**src/rtl/buff_uart_rx_fifo.sv**
```systemverilog
// buff_uart_rx_fifo: receive front end of the buffered UART.
// Deserialises the asynchronous rx line (8N1, LSB first) and pushes each good word into a small
// FIFO. The FIFO is popped by bus reads addressed to rx_address.
// Ports:
//   clk, rst_n        system clock (rising edge), asynchronous active-low reset
//   rx                serial line, idle high, asynchronous to clk
//   read_enable       bus read strobe, qualified by active_address == rx_address
//   active_address    bus address
//   data              registered read data (0 when popping an empty FIFO)
//   fifo_count        words currently held; empty/full derived from it, all registered
//   overrun           sticky: good frame dropped because the FIFO was full
//   frame_err         sticky: stop bit sampled low
//   err_clear         synchronous clear of overrun and frame_err (wins over a same-cycle set)
module buff_uart_rx_fifo #(
  parameter int unsigned width         = 8,
  parameter int unsigned fifo_length   = 4,
  parameter int unsigned address_width = 4,
  parameter int unsigned rx_address    = 0,
  parameter int unsigned baud_rate     = 9600,
  parameter int unsigned clock_freq    = 460800
) (
  input  logic                               clk,
  input  logic                               rst_n,
  input  logic                               rx,
  input  logic                               read_enable,
  input  logic [address_width-1:0]           active_address,
  output logic [width-1:0]                   data,
  output logic [$clog2(fifo_length+1)-1:0]   fifo_count,
  output logic                               empty,
  output logic                               full,
  output logic                               overrun,
  output logic                               frame_err,
  input  logic                               err_clear
);

  localparam int unsigned Cpb    = clock_freq / baud_rate;
  localparam int unsigned CntW   = $clog2(Cpb);
  localparam int unsigned BitW   = (width > 1) ? $clog2(width) : 1;
  localparam int unsigned PtrW   = $clog2(fifo_length);
  localparam int unsigned CountW = $clog2(fifo_length + 1);

  localparam logic [CntW-1:0]          CntHalf   = CntW'(Cpb / 2 - 1);
  localparam logic [CntW-1:0]          CntLast   = CntW'(Cpb - 1);
  localparam logic [CntW-1:0]          CntOne    = CntW'(1);
  localparam logic [BitW-1:0]          BitLast   = BitW'(width - 1);
  localparam logic [BitW-1:0]          BitOne    = BitW'(1);
  localparam logic [PtrW-1:0]          PtrLast   = PtrW'(fifo_length - 1);
  localparam logic [PtrW-1:0]          PtrOne    = PtrW'(1);
  localparam logic [CountW-1:0]        CountOne  = CountW'(1);
  localparam logic [CountW-1:0]        CountFull = CountW'(fifo_length);
  localparam logic [address_width-1:0] RxAddr    = address_width'(rx_address);

  typedef enum logic [2:0] {StIdle, StStart, StData, StStop, StWaitHi} state_e;

  // Synchroniser
  logic rx_meta_q, rx_s_q;

  // Receiver
  state_e            state_q, state_d;
  logic [CntW-1:0]   cnt_q, cnt_d;
  logic [BitW-1:0]   bit_q, bit_d;
  logic [width-1:0]  shift_q, shift_d;
  logic              push_req, stop_bad;

  // FIFO and bus side
  logic [width-1:0]  mem_q [fifo_length];
  logic [width-1:0]  mem_d [fifo_length];
  logic [PtrW-1:0]   wr_ptr_q, wr_ptr_d, rd_ptr_q, rd_ptr_d;
  logic [CountW-1:0] count_q, count_d;
  logic              empty_q, empty_d, full_q, full_d;
  logic [width-1:0]  data_q, data_d;
  logic              overrun_q, overrun_d, frame_err_q, frame_err_d;
  logic              pop, pop_ok, push_ok;

  always_comb begin
    state_d  = state_q;
    cnt_d    = cnt_q;
    bit_d    = bit_q;
    shift_d  = shift_q;
    push_req = 1'b0;
    stop_bad = 1'b0;
    case (state_q)
      StIdle: begin
        if (!rx_s_q) begin
          state_d = StStart;
          cnt_d   = '0;
        end
      end
      StStart: begin
        // Recheck at mid start bit so short glitches are ignored.
        if (cnt_q == CntHalf) begin
          if (!rx_s_q) begin
            state_d = StData;
            cnt_d   = '0;
            bit_d   = '0;
          end else begin
            state_d = StIdle;
          end
        end else begin
          cnt_d = cnt_q + CntOne;
        end
      end
      StData: begin
        if (cnt_q == CntLast) begin
          cnt_d          = '0;
          shift_d[bit_q] = rx_s_q;
          bit_d          = bit_q + BitOne;
          if (bit_q == BitLast) state_d = StStop;
        end else begin
          cnt_d = cnt_q + CntOne;
        end
      end
      StStop: begin
        if (cnt_q == CntLast) begin
          cnt_d = '0;
          if (rx_s_q) begin
            push_req = 1'b1;
            state_d  = StIdle;
          end else begin
            stop_bad = 1'b1;
            state_d  = StWaitHi;
          end
        end else begin
          cnt_d = cnt_q + CntOne;
        end
      end
      StWaitHi: begin
        // Hold off until the line goes idle so a break is not read as frames.
        if (rx_s_q) state_d = StIdle;
      end
      default: state_d = StIdle;
    endcase
  end

  always_comb begin
    pop     = read_enable && (active_address == RxAddr);
    pop_ok  = pop && !empty_q;
    // A same-cycle pop frees a slot, so a full FIFO still accepts the word.
    push_ok = push_req && (!full_q || pop);

    mem_d    = mem_q;
    wr_ptr_d = wr_ptr_q;
    rd_ptr_d = rd_ptr_q;
    count_d  = count_q;
    data_d   = data_q;

    if (push_ok) begin
      mem_d[wr_ptr_q] = shift_q;
      wr_ptr_d        = (wr_ptr_q == PtrLast) ? '0 : wr_ptr_q + PtrOne;
    end
    if (pop_ok) begin
      rd_ptr_d = (rd_ptr_q == PtrLast) ? '0 : rd_ptr_q + PtrOne;
    end
    if (pop) begin
      data_d = pop_ok ? mem_q[rd_ptr_q] : '0;
    end

    if (push_ok && !pop_ok) begin
      count_d = count_q + CountOne;
    end else if (pop_ok && !push_ok) begin
      count_d = count_q - CountOne;
    end
    empty_d = (count_d == '0);
    full_d  = (count_d == CountFull);

    overrun_d = overrun_q;
    if (err_clear) begin
      overrun_d = 1'b0;
    end else if (push_req && !push_ok) begin
      overrun_d = 1'b1;
    end

    frame_err_d = frame_err_q;
    if (err_clear) begin
      frame_err_d = 1'b0;
    end else if (stop_bad) begin
      frame_err_d = 1'b1;
    end
  end

  always_ff @(posedge clk or negedge rst_n) begin
    if (!rst_n) begin
      rx_meta_q   <= 1'b1;
      rx_s_q      <= 1'b1;
      state_q     <= StIdle;
      cnt_q       <= '0;
      bit_q       <= '0;
      shift_q     <= '0;
      for (int i = 0; i < int'(fifo_length); i++) mem_q[i] <= '0;
      wr_ptr_q    <= '0;
      rd_ptr_q    <= '0;
      count_q     <= '0;
      empty_q     <= 1'b1;
      full_q      <= 1'b0;
      data_q      <= '0;
      overrun_q   <= 1'b0;
      frame_err_q <= 1'b0;
    end else begin
      rx_meta_q   <= rx;
      rx_s_q      <= rx_meta_q;
      state_q     <= state_d;
      cnt_q       <= cnt_d;
      bit_q       <= bit_d;
      shift_q     <= shift_d;
      mem_q       <= mem_d;
      wr_ptr_q    <= wr_ptr_d;
      rd_ptr_q    <= rd_ptr_d;
      count_q     <= count_d;
      empty_q     <= empty_d;
      full_q      <= full_d;
      data_q      <= data_d;
      overrun_q   <= overrun_d;
      frame_err_q <= frame_err_d;
    end
  end

  assign data       = data_q;
  assign fifo_count = count_q;
  assign empty      = empty_q;
  assign full       = full_q;
  assign overrun    = overrun_q;
  assign frame_err  = frame_err_q;

endmodule

```
**config.mk**
```make
export PLATFORM = sky130hd
export DESIGN_NAME = buff_uart_rx_fifo
export DESIGN_NICKNAME = d
export VERILOG_FILES = /design/src/rtl/buff_uart_rx_fifo.sv
export SDC_FILE = /design/constraint.sdc
export NUM_CORES = 1
export LEC_CHECK = 0
export CAP_MARGIN = 10
export CORE_MARGIN = 2
export CORE_UTILIZATION = 50
export CTS_CLUSTER_SIZE = 28
export DETAILED_ROUTE_END_ITERATION = 7
export GPL_TIMING_DRIVEN = 0
export PLACE_DENSITY = 0.74
export SYNTH_ARGS = -nofsm -noshare
export SYNTH_HDL_FRONTEND = slang
export SYNTH_SLANG_ARGS = --single-unit
```
**constraint.sdc**
```tcl
create_clock -name clk -period 2.7 [get_ports clk]
set_input_delay 0.405 -clock clk [delete_from_list [all_inputs] [get_ports clk]]
set_output_delay 0.405 -clock clk [all_outputs]
set_load 0.01 [all_outputs]
```
Word-level counts from Yosys, hierarchy flattened
Index checks and enable logic that the tools add are counted.

Register bits: 73. Bits in latches: 0. Bits in writable memories: 0. Memory bits (read-only): 0. Bits of input ports: 9. Output and inout bits: 15. Word-level logic and storage cells: 113. Memories kept: 0.

$add $sub $neg: 6. Multiply operators: 0. Divide/modulo/power cells: 0. Magnitude comparators: 5. Equal/unequal tests: 17. Shift operators: 0. Muxes and demuxes: 41. Bitwise logic cells: 2. Reductions and logical operators: 24.

Operators by type and width (number): 2-to-1 mux 3 bit (12); bitwise mux 32 bit (1); 2-to-1 mux 8 bit (4); 2-to-1 mux 6 bit (3); one-hot mux 6 bit (3 select lines) (1); binary-select mux 8 bit (select 2 bit) (1); demux 8 bit (select 2 bit) (1); one-hot mux 3 bit (5 select lines) (1); inequality test 2 bit (second input constant) (7); 2-to-1 mux 1 bit (11); equality test 3 bit (second input constant) (3); bitwise mux 8 bit (1); logical AND 1 bit (8); adder 3 x 1 -> 3 bit (second input constant) (2); adder 6 x 1 -> 6 bit (second input constant) (1); equality test 3 x 2 -> 1 bit (second input constant) (2); equality test 6 x 5 -> 1 bit (second input constant) (1); equality test 6 bit (second input constant) (1); >= comparator 3 bit (second input constant) (2); zero test 3 bit (2); 2-to-1 mux 2 bit (3); inverter 2 -> 3 bit (2); one-hot mux 3 bit (2 select lines) (1); AND reduction 6 bit (1); 16 further kinds (23).

Depth between registers and ports, before layout
Depth in word-level cells: 9. Gate-level depth with buffers: 7. Mapped depth without buffers: 6.

Worst setup path after synthesis
Ideal clock, no wire load.

Kind: in2reg. Start point: input active_address[1]. End point: register mem_q[26] (netlist name). Setup time: 128 ps. Arrival time: 2022 ps. Data required time: 2572 ps. Setup slack: 550 ps. Stages on the path: 6. Buffers on the path: 1. Cells stage by stage: or4_4 > or2_0 > buf_2 > a21oi_4 > nand2_2 > mux2_1.

Longest elaborated chain between the ends: 4.

Ends and longest elaborated chain: start, declared (line 26) `input logic [address_width-1:0] active_address,`; zero test 4 bit (line 136) `pop = read_enable && (active_address == RxAddr);`; logical AND 1 bit (line 136); logical OR 1 bit (line 139) `push_ok = push_req && (!full_q || pop);`; logical AND 1 bit (line 139); end signal, assigned (line 205) `mem_q <= mem_d;`; end, declared (line 66) `logic [width-1:0] mem_q [fifo_length];`.

No other way between the ends. A chain may end at the register's enable or synchronous reset.

Final worst setup path
Start point: register cnt_q[0]. End point: register shift_q[3].

Longest elaborated chain between the ends: 2.

Ends and longest elaborated chain: start, declared (line 60) `logic [CntW-1:0] cnt_q, cnt_d;`; start signal, assigned (line 202) `cnt_q <= cnt_d;`; equality test 6 bit (line 104) `if (cnt_q == CntLast) begin`; AND reduction 2 bit (no line); end signal, assigned (line 204) `shift_q <= shift_d;`; end, declared (line 62) `logic [width-1:0] shift_q, shift_d;`.

No other way between the ends.

==> impl_metrics.ini <==
[die]
die_x_um = 87.0
die-area_um2 = 7560
die_h_um = 87.0
initial_core_util = 0.512
io_pins = 24
rows = 30
core_um2 = 6720

[power_and_ir_drop]
seqPwrFrac = 0.468
ir_worst_vdd_v = 0.000327
internal_power_w = 0.00197
p_per_area_nw_per_um2 = 666
p_sw_w = 0.000713
switching_share = 0.266
power_leakage_nw = 1.84
clkPwrFrac = 0.357
power_frac_comb = 0.174

[setup_path]
path_cells = ha_1, nand4b_1, nor4_1, nand2_1, nor3b_1, mux2_2
endpoint = shift_q[3]$_DFFE_PN0P_
path_delay_family = simple AND/OR/NAND/NOR gates
reg2reg_setup_slack_ns = 0.26
worstRegToRegCells = 6
critPathArrivalTime_ns = 2.66
crit_fanout = 6
r2r_end = shift_q[3]$_DFFE_PN0P_
worst_path_largest_cell_delay_ns = 0.58
worst_path_max_delay_cell = nor4_1
crit_type = register to register
worstSetupEndpointType = register
critPathBufInv = 0
path_depth = 6
startpoint = cnt_q[0]$_DFFE_PN0P_
cp_data_required_time_ns = 2.92
rr_startpoint = cnt_q[0]$_DFFE_PN0P_
worstSetupStartpointType = register

[finish]
final_nets = 328
n_antenna_cell = 0
syn_to_final_growth_pct = 17.0
utilization = 0.600
fin_cells = 394
fill_cells = 514
drive_gt1_frac = 0.261

[outcome]
status = finished, final reports clean

[drt]
drtAntennaViolNets = 0
wl_um = 6010
vias = 2256
drtIter0Drc = 124
drc = 0
routedWlPerCell_um = 15.3
viasPerCell = 5.73
dr.pass1.iters = 4

[logic_synthesis]
synth_top_area_frac = 0.509
synth-simple-area-share = 0.111
synth-xor-area-share = 0.00509
synthAdderAreaFrac = 0.0364
ys_ff_latch = 73
synth-seq-area-share = 0.532
synth_fp_nets = 292
avgSynthCellArea_um2 = 12.6
synth_top_family_by_area = multiplexers
synth_cell_type_count = 53
synth_area_leaders = dfrtp_1 (51%), mux2_2 (13%), mux4_2 (5.2%)
dominantRegCellSynth = dfrtp_1
syn-cell-area_um2 = 3440
synth_cells = 273
synth-edff-count = 0
yosys.area.top_type = dfrtp_1
synth-compound-area-share = 0.0967
async_flop_share = 1.00
ys_warn_count = 0
synthMuxAreaShare = 0.189

[sta]
slew_headroom = 0.490
finalHoldViolCount = 0
min_period_over_period = 0.903
whs_ns = 0.357
setup_viol = 0
slew_violations = 0
min_period_ns = 2.44
rsz0062_at_grt = false
tightest_slew_ns = 0.765
skew_ns = 0.00938
clock.fmax_mhz = 410

[clock_tree]
path_clk_slew_ns = 0.07
cts_tree = built
post-cts-setup-buffers = 0
htreeDepth = 3
cts-root-buf = clkbuf_8
clock_latency_ns = 0.34
clkSinkCount = 73
cts_buffer_depth = 2
cts_made_buffers = 9

[placement]
io_buffer_count = 23
dp_hpwl_um = 4150
placed_cells = 377
globalplace.congestion = 0.864

[global_route]
globalRouteOverflowTotal = 0
grt_pass1_wl_um = 10600
grt_pass1_vias = 2295
grt_max_degree = 44
antenna_found_initial = 0
grtUsageTotal = 0.182

[min_path]
hp-class = register to register

[job]
drv_cap = 0
-- area by class of cell --
class                   instances  area [µm²]  area share
inverters                      13        48.8      0.0121
well taps                      80         100      0.0248
multi-input cells             173        1510       0.374
repair buffers                 25         258      0.0640
clock inverters                 5        77.6      0.0193
flip-flops and latches         73        1830       0.454
plain buffers                  14        55.1      0.0137
clock buffers                  11         151      0.0376
-- cell families (layout without fill, tap and decap cells) --
| group | Yosys count | after routing |
|---|---|---|
| adder cells (fa/ha/maj) | 10 | 10 |
| multiplexers | 50 | 50 |
| AND/OR/NAND/NOR | 66 | 66 |
| buffers and inverters | 27 | 68 |
| flip-flops | 73 | 73 |
| XOR/XNOR | 2 | 2 |
| AO/OA/AOI/OAI | 45 | 45 |
-- sequential cells by signal (all words and copies together), names as in the netlist --
| signal | flops |
|---|---|
| bit_q | 3 |
| cnt_q | 6 |
| data | 8 |
| empty | 1 |
| fifo_count | 3 |
| frame_err | 1 |
| full | 1 |
| mem_q | 32 |
| overrun | 1 |
| rd_ptr_q | 2 |
| rx_meta_q | 1 |
| rx_s_q | 1 |
| shift_q | 8 |
| state_q | 3 |
| wr_ptr_q | 2 |
-- cell usage after synthesis (2+ instances only) --
cell       n
dfrtp_1   70
mux2_2    39
nor2_1    15
inv_1     13
nand2_1   13
clkbuf_1  11
a22o_1    10
ha_1      10
mux4_2     8
a21oi_1    6
o21ai_0    6
nor3_1     5
a31oi_1    4
nand2_2    4
a211oi_1   3
dfstp_2    3
nand3_1    3
nor3b_1    3
o22ai_1    3
and2_1     2
and4b_1    2
buf_2      2
mux2_1     2
nand2b_1   2
nand3b_1   2
nor4b_1    2
o31ai_1    2
o32ai_1    2
or4_1      2
-- stage by stage --
stage / area (µm²) / worst slack [ns] / TNS, ns / power, W
after floorplan: 3440 / 0.550 / 0 / 0.00157
after global placement: 3770 / -1.29 / -91.50 / 0.00173
after detailed placement: 3790 / -0.0782 / -1.04 / 0.00175
after CTS: 4030 / 0.258 / 0 / 0.00272
after global routing: 4030 / 0.0349 / 0 / 0.00284
final: 4030 / 0.263 / 0 / 0.00268
-- layer usage --
metal	global-route usage	vias to the layer above	share of wire
met5	0	-	0
li1	-	1071	-
met1	0.236	1149	0.46
met4	0.0852	0	0.020
met3	0.0313	10	0.024
met2	0.298	26	0.50
-- power by group through the flow --
stage          sequential, W  combinational (W)  clock [W]
2_1_floorplan        0.00128           0.000293          0
3_3_place_gp         0.00128           0.000459          0
3_5_place_dp         0.00128           0.000475          0
4_1_cts              0.00126           0.000477   0.000989
5_1_grt              0.00127           0.000530    0.00104
6_report             0.00126           0.000468   0.000959
-- placed cells by master (no fill, tap or decap), types with 4 or more instances in the layout --
| cell type | count |
|---|---|
| a31oi_1 | 4 |
| o21ai_0 | 6 |
| inv_1 | 13 |
| mux4_2 | 8 |
| clkdlybuf4s50_1 | 22 |
| ha_1 | 10 |
| nor2_1 | 15 |
| nand2_2 | 4 |
| nand2_1 | 13 |
| mux2_2 | 39 |
| a22o_1 | 10 |
| clkbuf_8 | 11 |
| a21oi_1 | 6 |
| dfrtp_1 | 70 |
| nor3_1 | 5 |
| clkbuf_1 | 11 |
-- how the worst min path moves through the flow --
stage / depth (start not counted) / start / slack [ns] / endpoint
CTS: 0 / rx_meta_q$_DFF_PN1_ / 0.36 / rx_s_q$_DFF_PN1_
finish: 0 / rx_meta_q$_DFF_PN1_ / 0.36 / rx_s_q$_DFF_PN1_
global placement: 0 / rx_meta_q$_DFF_PN1_ / 0.35 / rx_s_q$_DFF_PN1_
global route: 0 / rx_meta_q$_DFF_PN1_ / 0.37 / rx_s_q$_DFF_PN1_
detailed placement: 0 / rx_meta_q$_DFF_PN1_ / 0.35 / rx_s_q$_DFF_PN1_
floorplan: 0 / rst_n / 0.11 / bit_q[0]$_DFFE_PN0P_
-- what timing repair did --
action / in CTS / in global routing
hold buffers: 1 / 0
endpoints found under the setup margin: 0 / 0
gates resized for setup: 0 / 0
endpoints found under the hold margin: 26 / 0
Note: power is estimated with default switching activity, not from simulation.
